$ cat config.mk
export PLATFORM = sky130hd
export DESIGN_NAME = wb_stage_flat
export DESIGN_NICKNAME = d
export VERILOG_FILES = /design/src/rtl/wb_stage_if.sv /design/src/rtl/wb_stage.sv /design/src/flat_wrapper.sv
export SDC_FILE = /design/constraint.sdc
export NUM_CORES = 1
export LEC_CHECK = 0
export BUFFER_PORTS_ARGS = -buffer_cell sky130_fd_sc_hd__buf_2
export CORE_MARGIN = 4
export CORE_UTILIZATION = 51
export DETAILED_ROUTE_END_ITERATION = 16
export GPL_TIMING_DRIVEN = 0
export PLACE_DENSITY = 0.8
export SYNTH_ARGS = -nofsm -noshare
export SYNTH_HDL_FRONTEND = slang
export SYNTH_SLANG_ARGS = --single-unit
$ cat constraint.sdc
create_clock -name clk -period 3.3 [get_ports clk]
set_input_delay 0.99 -clock clk [delete_from_list [all_inputs] [get_ports clk]]
set_output_delay 0.99 -clock clk [all_outputs]
set_load 0.05 [all_outputs]
$ cat src/rtl/wb_stage_if.sv
// Bundle between the MEM stage and the write-back stage.
// The master drives the MEM/WB pipeline inputs plus stall/flush, and the slave
// (wb_stage) returns the register-file write port, the forwarding copy,
// the sticky misalign flag and the retire counter.
interface wb_stage_if #(
  parameter int WIDTH = 32
);
  // MEM-stage inputs to the pipeline register
  logic             mem_valid;
  logic             mem_regwrite;
  logic             mem_memtoreg;
  logic [4:0]       mem_rd;
  logic [WIDTH-1:0] mem_alu_result;
  logic [WIDTH-1:0] mem_load_data;
  logic [2:0]       mem_load_type;
  logic             stall;
  logic             flush;

  // Write-back results
  logic             regwrite;
  logic [4:0]       address_wb;
  logic [WIDTH-1:0] data_wb;
  logic             fwd_valid;
  logic [4:0]       fwd_rd;
  logic [WIDTH-1:0] fwd_data;
  logic             misalign_err;
  logic [31:0]      retire_count;

  modport master (
    output mem_valid, mem_regwrite, mem_memtoreg, mem_rd,
           mem_alu_result, mem_load_data, mem_load_type, stall, flush,
    input  regwrite, address_wb, data_wb, fwd_valid, fwd_rd, fwd_data,
           misalign_err, retire_count
  );

  modport slave (
    input  mem_valid, mem_regwrite, mem_memtoreg, mem_rd,
           mem_alu_result, mem_load_data, mem_load_type, stall, flush,
    output regwrite, address_wb, data_wb, fwd_valid, fwd_rd, fwd_data,
           misalign_err, retire_count
  );
endinterface

$ cat src/rtl/wb_stage.sv
// Write-back pipeline stage: MEM/WB register, load byte/halfword extraction,
// register-file write enable, forwarding copy, misaligned-load detection and
// a count of instructions captured into WB.
// Every output is derived from the latched MEM/WB state only, so data_wb is
// stable for the whole cycle (register file may write on posedge and read on
// negedge).
module wb_stage #(
  parameter int WIDTH = 32
) (
  input  logic       clk,
  input  logic       rst,   // synchronous, active-low
  wb_stage_if.slave  bus
);

  localparam logic [2:0] LT_LW  = 3'b000;
  localparam logic [2:0] LT_LH  = 3'b001;
  localparam logic [2:0] LT_LHU = 3'b010;
  localparam logic [2:0] LT_LB  = 3'b011;
  localparam logic [2:0] LT_LBU = 3'b100;

  // MEM/WB pipeline register
  logic             valid_reg;
  logic             regwrite_reg;
  logic             memtoreg_reg;
  logic [4:0]       rd_reg;
  logic [WIDTH-1:0] alu_reg;
  logic [WIDTH-1:0] load_data_reg;
  logic [2:0]       load_type_reg;

  logic             misalign_err_reg;
  logic [31:0]      retire_count_reg;

  // Derived write-back signals
  logic [1:0]       byte_off;
  logic [7:0]       byte_lane [4];
  logic [7:0]       sel_byte;
  logic [15:0]      sel_half;
  logic [WIDTH-1:0] load_ext;
  logic [WIDTH-1:0] wb_data;
  logic             is_half;
  logic             is_byte;
  logic             misaligned;
  logic             wr_en;

  assign byte_off = alu_reg[1:0];

  // Split the latched load word into its four little-endian byte lanes
  generate
    for (genvar gi = 0; gi < 4; gi++) begin : g_lane
      assign byte_lane[gi] = load_data_reg[8*gi+7 -: 8];
    end
  endgenerate

  // Pipeline register: reset > flush > stall > capture. Reset zeroes every
  // field so the write-back outputs read as zero right after reset.
  always_ff @(posedge clk) begin
    if (!rst) begin
      valid_reg     <= 1'b0;
      regwrite_reg  <= 1'b0;
      memtoreg_reg  <= 1'b0;
      rd_reg        <= 5'd0;
      alu_reg       <= '0;
      load_data_reg <= '0;
      load_type_reg <= LT_LW;
    end else if (bus.flush) begin
      valid_reg     <= 1'b0;
    end else if (!bus.stall) begin
      valid_reg     <= bus.mem_valid;
      regwrite_reg  <= bus.mem_regwrite;
      memtoreg_reg  <= bus.mem_memtoreg;
      rd_reg        <= bus.mem_rd;
      alu_reg       <= bus.mem_alu_result;
      load_data_reg <= bus.mem_load_data;
      load_type_reg <= bus.mem_load_type;
    end
  end

  // Sticky misaligned-load flag, cleared only by reset
  always_ff @(posedge clk) begin
    if (!rst) begin
      misalign_err_reg <= 1'b0;
    end else if (misaligned) begin
      misalign_err_reg <= 1'b1;
    end
  end

  // Count real instructions captured into WB; wraps naturally at 2^32
  always_ff @(posedge clk) begin
    if (!rst) begin
      retire_count_reg <= 32'd0;
    end else if (!bus.flush && !bus.stall && bus.mem_valid) begin
      retire_count_reg <= retire_count_reg + 32'd1;
    end
  end

  // Load extraction, misalign detection and final write-back selection.
  // Unknown load types fall back to word behaviour.
  always_comb begin
    sel_byte = byte_lane[byte_off];
    sel_half = byte_off[1] ? load_data_reg[31:16] : load_data_reg[15:0];
    is_half  = (load_type_reg == LT_LH) || (load_type_reg == LT_LHU);
    is_byte  = (load_type_reg == LT_LB) || (load_type_reg == LT_LBU);
    load_ext = load_data_reg;
    case (load_type_reg)
      LT_LH:   load_ext = {{(WIDTH-16){sel_half[15]}}, sel_half};
      LT_LHU:  load_ext = {{(WIDTH-16){1'b0}}, sel_half};
      LT_LB:   load_ext = {{(WIDTH-8){sel_byte[7]}}, sel_byte};
      LT_LBU:  load_ext = {{(WIDTH-8){1'b0}}, sel_byte};
      default: load_ext = load_data_reg;
    endcase
    wb_data    = memtoreg_reg ? load_ext : alu_reg;
    misaligned = valid_reg && memtoreg_reg &&
                 ((!is_half && !is_byte && (byte_off != 2'b00)) ||
                  (is_half && byte_off[0]));
    wr_en      = valid_reg && regwrite_reg && (rd_reg != 5'd0) && !misaligned;
  end

  assign bus.regwrite     = wr_en;
  assign bus.address_wb   = rd_reg;
  assign bus.data_wb      = wb_data;
  assign bus.fwd_valid    = wr_en;
  assign bus.fwd_rd       = rd_reg;
  assign bus.fwd_data     = wb_data;
  assign bus.misalign_err = misalign_err_reg;
  assign bus.retire_count = retire_count_reg;

endmodule

$ cat src/flat_wrapper.sv
// flat-port wrapper written by rule: the top's interface ports become plain ports
module wb_stage_flat 
#(
  parameter int WIDTH = 32
)
  (clk, rst, bus_mem_valid, bus_mem_regwrite, bus_mem_memtoreg, bus_mem_rd, bus_mem_alu_result, bus_mem_load_data, bus_mem_load_type, bus_stall, bus_flush, bus_regwrite, bus_address_wb, bus_data_wb, bus_fwd_valid, bus_fwd_rd, bus_fwd_data, bus_misalign_err, bus_retire_count);
  wb_stage_if #(.WIDTH(WIDTH)) bus_i ();
  input  logic clk;
  input  logic rst;
  input wire logic [$bits(bus_i.mem_valid)-1:0] bus_mem_valid;
  input wire logic [$bits(bus_i.mem_regwrite)-1:0] bus_mem_regwrite;
  input wire logic [$bits(bus_i.mem_memtoreg)-1:0] bus_mem_memtoreg;
  input wire logic [$bits(bus_i.mem_rd)-1:0] bus_mem_rd;
  input wire logic [$bits(bus_i.mem_alu_result)-1:0] bus_mem_alu_result;
  input wire logic [$bits(bus_i.mem_load_data)-1:0] bus_mem_load_data;
  input wire logic [$bits(bus_i.mem_load_type)-1:0] bus_mem_load_type;
  input wire logic [$bits(bus_i.stall)-1:0] bus_stall;
  input wire logic [$bits(bus_i.flush)-1:0] bus_flush;
  output wire logic [$bits(bus_i.regwrite)-1:0] bus_regwrite;
  output wire logic [$bits(bus_i.address_wb)-1:0] bus_address_wb;
  output wire logic [$bits(bus_i.data_wb)-1:0] bus_data_wb;
  output wire logic [$bits(bus_i.fwd_valid)-1:0] bus_fwd_valid;
  output wire logic [$bits(bus_i.fwd_rd)-1:0] bus_fwd_rd;
  output wire logic [$bits(bus_i.fwd_data)-1:0] bus_fwd_data;
  output wire logic [$bits(bus_i.misalign_err)-1:0] bus_misalign_err;
  output wire logic [$bits(bus_i.retire_count)-1:0] bus_retire_count;
  assign bus_i.mem_valid = bus_mem_valid;
  assign bus_i.mem_regwrite = bus_mem_regwrite;
  assign bus_i.mem_memtoreg = bus_mem_memtoreg;
  assign bus_i.mem_rd = bus_mem_rd;
  assign bus_i.mem_alu_result = bus_mem_alu_result;
  assign bus_i.mem_load_data = bus_mem_load_data;
  assign bus_i.mem_load_type = bus_mem_load_type;
  assign bus_i.stall = bus_stall;
  assign bus_i.flush = bus_flush;
  assign bus_regwrite = bus_i.regwrite;
  assign bus_address_wb = bus_i.address_wb;
  assign bus_data_wb = bus_i.data_wb;
  assign bus_fwd_valid = bus_i.fwd_valid;
  assign bus_fwd_rd = bus_i.fwd_rd;
  assign bus_fwd_data = bus_i.fwd_data;
  assign bus_misalign_err = bus_i.misalign_err;
  assign bus_retire_count = bus_i.retire_count;
  wb_stage #(.WIDTH(WIDTH)) u_core (.clk(clk), .rst(rst), .bus(bus_i));
endmodule
==> results.sh <==
export IMPL_hold_class="reg -> reg"
export IMPL_setup_viol=1
export IMPL_setup_worst_path_class="reg -> out"
export IMPL_endpoint="bus_fwd_data[21]"
export IMPL_grt_pass1_vias=5454
export IMPL_max_cap_violations=0
export IMPL_violations="negative setup slack"
export IMPL_clockBufferDepth=2
export IMPL_synthCells=737
export IMPL_layout_nets=1018
export IMPL_cts_tree="yes"
export IMPL_p_leak_nw=3.02
export IMPL_max_slew_margin=0.554
export IMPL_die_w_um=113
export IMPL_max_stage_delay_ns=0.44
export IMPL_cp_max_fo=10
export IMPL_grt_max_degree=17
export IMPL_cp_required_ns=2.31
export IMPL_drc_errors=0
export IMPL_drv_slew=0
export IMPL_io_buffers=187
export IMPL_ys_seq_elements=108
export IMPL_crit_start="u_core.alu_reg[0]"
export IMPL_root_buffer="clkbuf_8"
export IMPL_rr_endpoint="u_core.bus.retire_count[30]"
export IMPL_ys_types=57
export IMPL_synth_nets=817
export IMPL_core_area_sq_mm=0.0105
export IMPL_rows=37
export IMPL_crit_chain="nand2b_1, mux2i_1, nand3_2, clkbuf_8, a31oi_4, buf_4, buf_2"
export IMPL_worst_ep_arrival_time_ns=2.32
export IMPL_synth_seq_area_share=0.387
export IMPL_synth_ff_type="dfxtp_1"
export IMPL_dp_slack_ns=-0.362
export IMPL_yosys_warnings=0
export IMPL_cp_slowest_cell="dfxtp_2"
export IMPL_die_area_sq_mm=0.0127
export IMPL_path_clk_slew_ns=0.10
export IMPL_r2r_start="u_core.bus.retire_count[0]"
export IMPL_synth_area_sq_mm=0.00558
export IMPL_status="finished with violations"
export IMPL_layout_commonest_cell="nand2_1"
export IMPL_dp_hpwl_um=12900
export IMPL_grt_pass1_wl_um=26600
export IMPL_n_antenna_cell=0
export IMPL_synth_edf_count=0
export IMPL_grtUsageTotal=0.256
export IMPL_final_cell_mix="nand2_1, buf_2, dfxtp_1"
export IMPL_endpoint_kind="primary output"
export IMPL_layout_drive_gt1_share=0.337
export IMPL_period_share=1.00
export IMPL_rsz0062_at_grt="true"
export IMPL_cts_buffers=9
export IMPL_gr_total_overflow=0
export IMPL_ant_nets=0
export IMPL_first_pass_iters=5
export IMPL_clock_latency_ns=0.37
export IMPL_io_pins=188
export IMPL_hold_violations=0
export IMPL_fin_hold_ws_ns=0.455
export IMPL_fmax_mhz=302
export IMPL_fin_ws_ns=-0.00611
export IMPL_antenna_found_initial=0
export IMPL_drtIter0Drc=433
export IMPL_period_needed_ns=3.31
export IMPL_place_congestion=0.945
export IMPL_r2r_slack_ns=1.16
export IMPL_start_util=0.531
export IMPL_area_delta_synth_final_pct=30.0
export IMPL_via_per_inst=5.56
export IMPL_finClkSkew_ns=0.0112
export IMPL_wl_per_cell_um=15.9
export IMPL_die_h_um=113
export IMPL_htreeDepth=3
export IMPL_p_per_area_mw_per_mm2=403
export IMPL_avgSynthCellArea_sq_um=7.57
export IMPL_worst_slew_pin_slew_ns=0.670
export IMPL_wl_um=17200
export IMPL_min_from="u_core.bus.misalign_err"
export IMPL_ir_worst_vdd_v=0.000252
export IMPL_clkSinkCount=108
export IMPL_r2r_cells=6
export IMPL_start_kind="register"
export IMPL_num_vias=5993
export IMPL_async_flop_share=0
[layer usage]
metal,GRT usage,share of wire,vias up
met5,0,0,-
met3,0.0528,0.095,41
met1,0.334,0.41,2751
li1,-,-,2933
met4,0.0849,0.025,0
met2,0.421,0.47,268
[kinds of logic (layout without fill, tap and decap cells)]
group / Yosys count / after routing / share of synthesized area
adders and majority gates: 2 / 2 / 0.00403
and+or+nand+nor: 313 / 313 / 0.249
DFF: 108 / 108 / 0.387
AOI/OAI and AO/OA: 185 / 185 / 0.212
xor gates and xnor gates: 12 / 12 / 0.0188
buffers and inverters: 98 / 303 / 0.0935
muxes: 19 / 19 / 0.0359
[critical path, delay by kind of cell (launching register included)]
family                 cells  cell delay, ns
buffers and inverters      3            0.64
flip-flops                 1            0.44
AND/OR/NAND/NOR            2            0.38
multiplexers               1            0.26
AO/OA/AOI/OAI              1            0.21
[Yosys cell counts (11+ instances only)]
library cell,count,share of area
a31oi_1,19,0.021
clkbuf_1,39,0.026
buf_4,38,0.051
nor2_1,39,0.026
mux2i_1,11,0.020
nand2b_1,12,0.013
o21ai_0,16,0.014
nand4_1,12,0.013
dfxtp_1,108,0.39
nand2_1,194,0.13
nand3_1,17,0.015
a21oi_1,97,0.087
[what timing repair did]
action / in CTS / in global routing
setup endpoints to repair: 66 / 47
hold buffers: 0 / 0
pin swaps: 3 / 3
buffers inserted: 3 / 3
resized for setup: 27 / 33
[metrics by stage]
stage | std cells | cell area (sq um) | power [mW] | setup TNS [ns] | util
3_5_place_dp | 1060 | 6860 | 2.10 | -6.68 | 0.653
5_1_grt | 1078 | 7250 | 3.03 | -1.41 | 0.690
6_report | 1078 | 7250 | 2.92 | -0.00611 | 0.690
3_3_place_gp | 1060 | 6860 | 2.10 | -6.04 | 0.653
2_1_floorplan | 737 | 5760 | 1.92 | -1.57 | -
4_1_cts | 1075 | 7150 | 2.91 | 0 | 0.680
[cell type report]
class                      instances  area, sq um
buffer                            85          512
clock buffer                      11          141
clock inverter                     4         50.0
fill                             915         3250
inverter                          10         38.8
multi-input combinational        531         3180
sequential                       108         2170
tap                              136          170
timing repair buffer             193          996
[how the worst min path moves through the flow]
stage / endpoint / slack, ns / cells past startpoint
global route: u_core.alu_reg[10] / 0.49 / 2
floorplan: u_core.alu_reg[16] / 0.44 / 2
finish: u_core.bus.misalign_err / 0.46 / 2
detailed placement: u_core.bus.misalign_err / 0.44 / 2
CTS: u_core.bus.misalign_err / 0.46 / 2
global placement: u_core.bus.misalign_err / 0.43 / 2
[report_power, final]
group          internal [mW]  leakage (nW)  switching, mW
Sequential              1.35         0.881         0.0400
Clock                  0.367        0.0914          0.450
Combinational          0.227          2.05          0.491
Total                   1.94          3.02          0.981
Power figures use the tool's default switching activity.
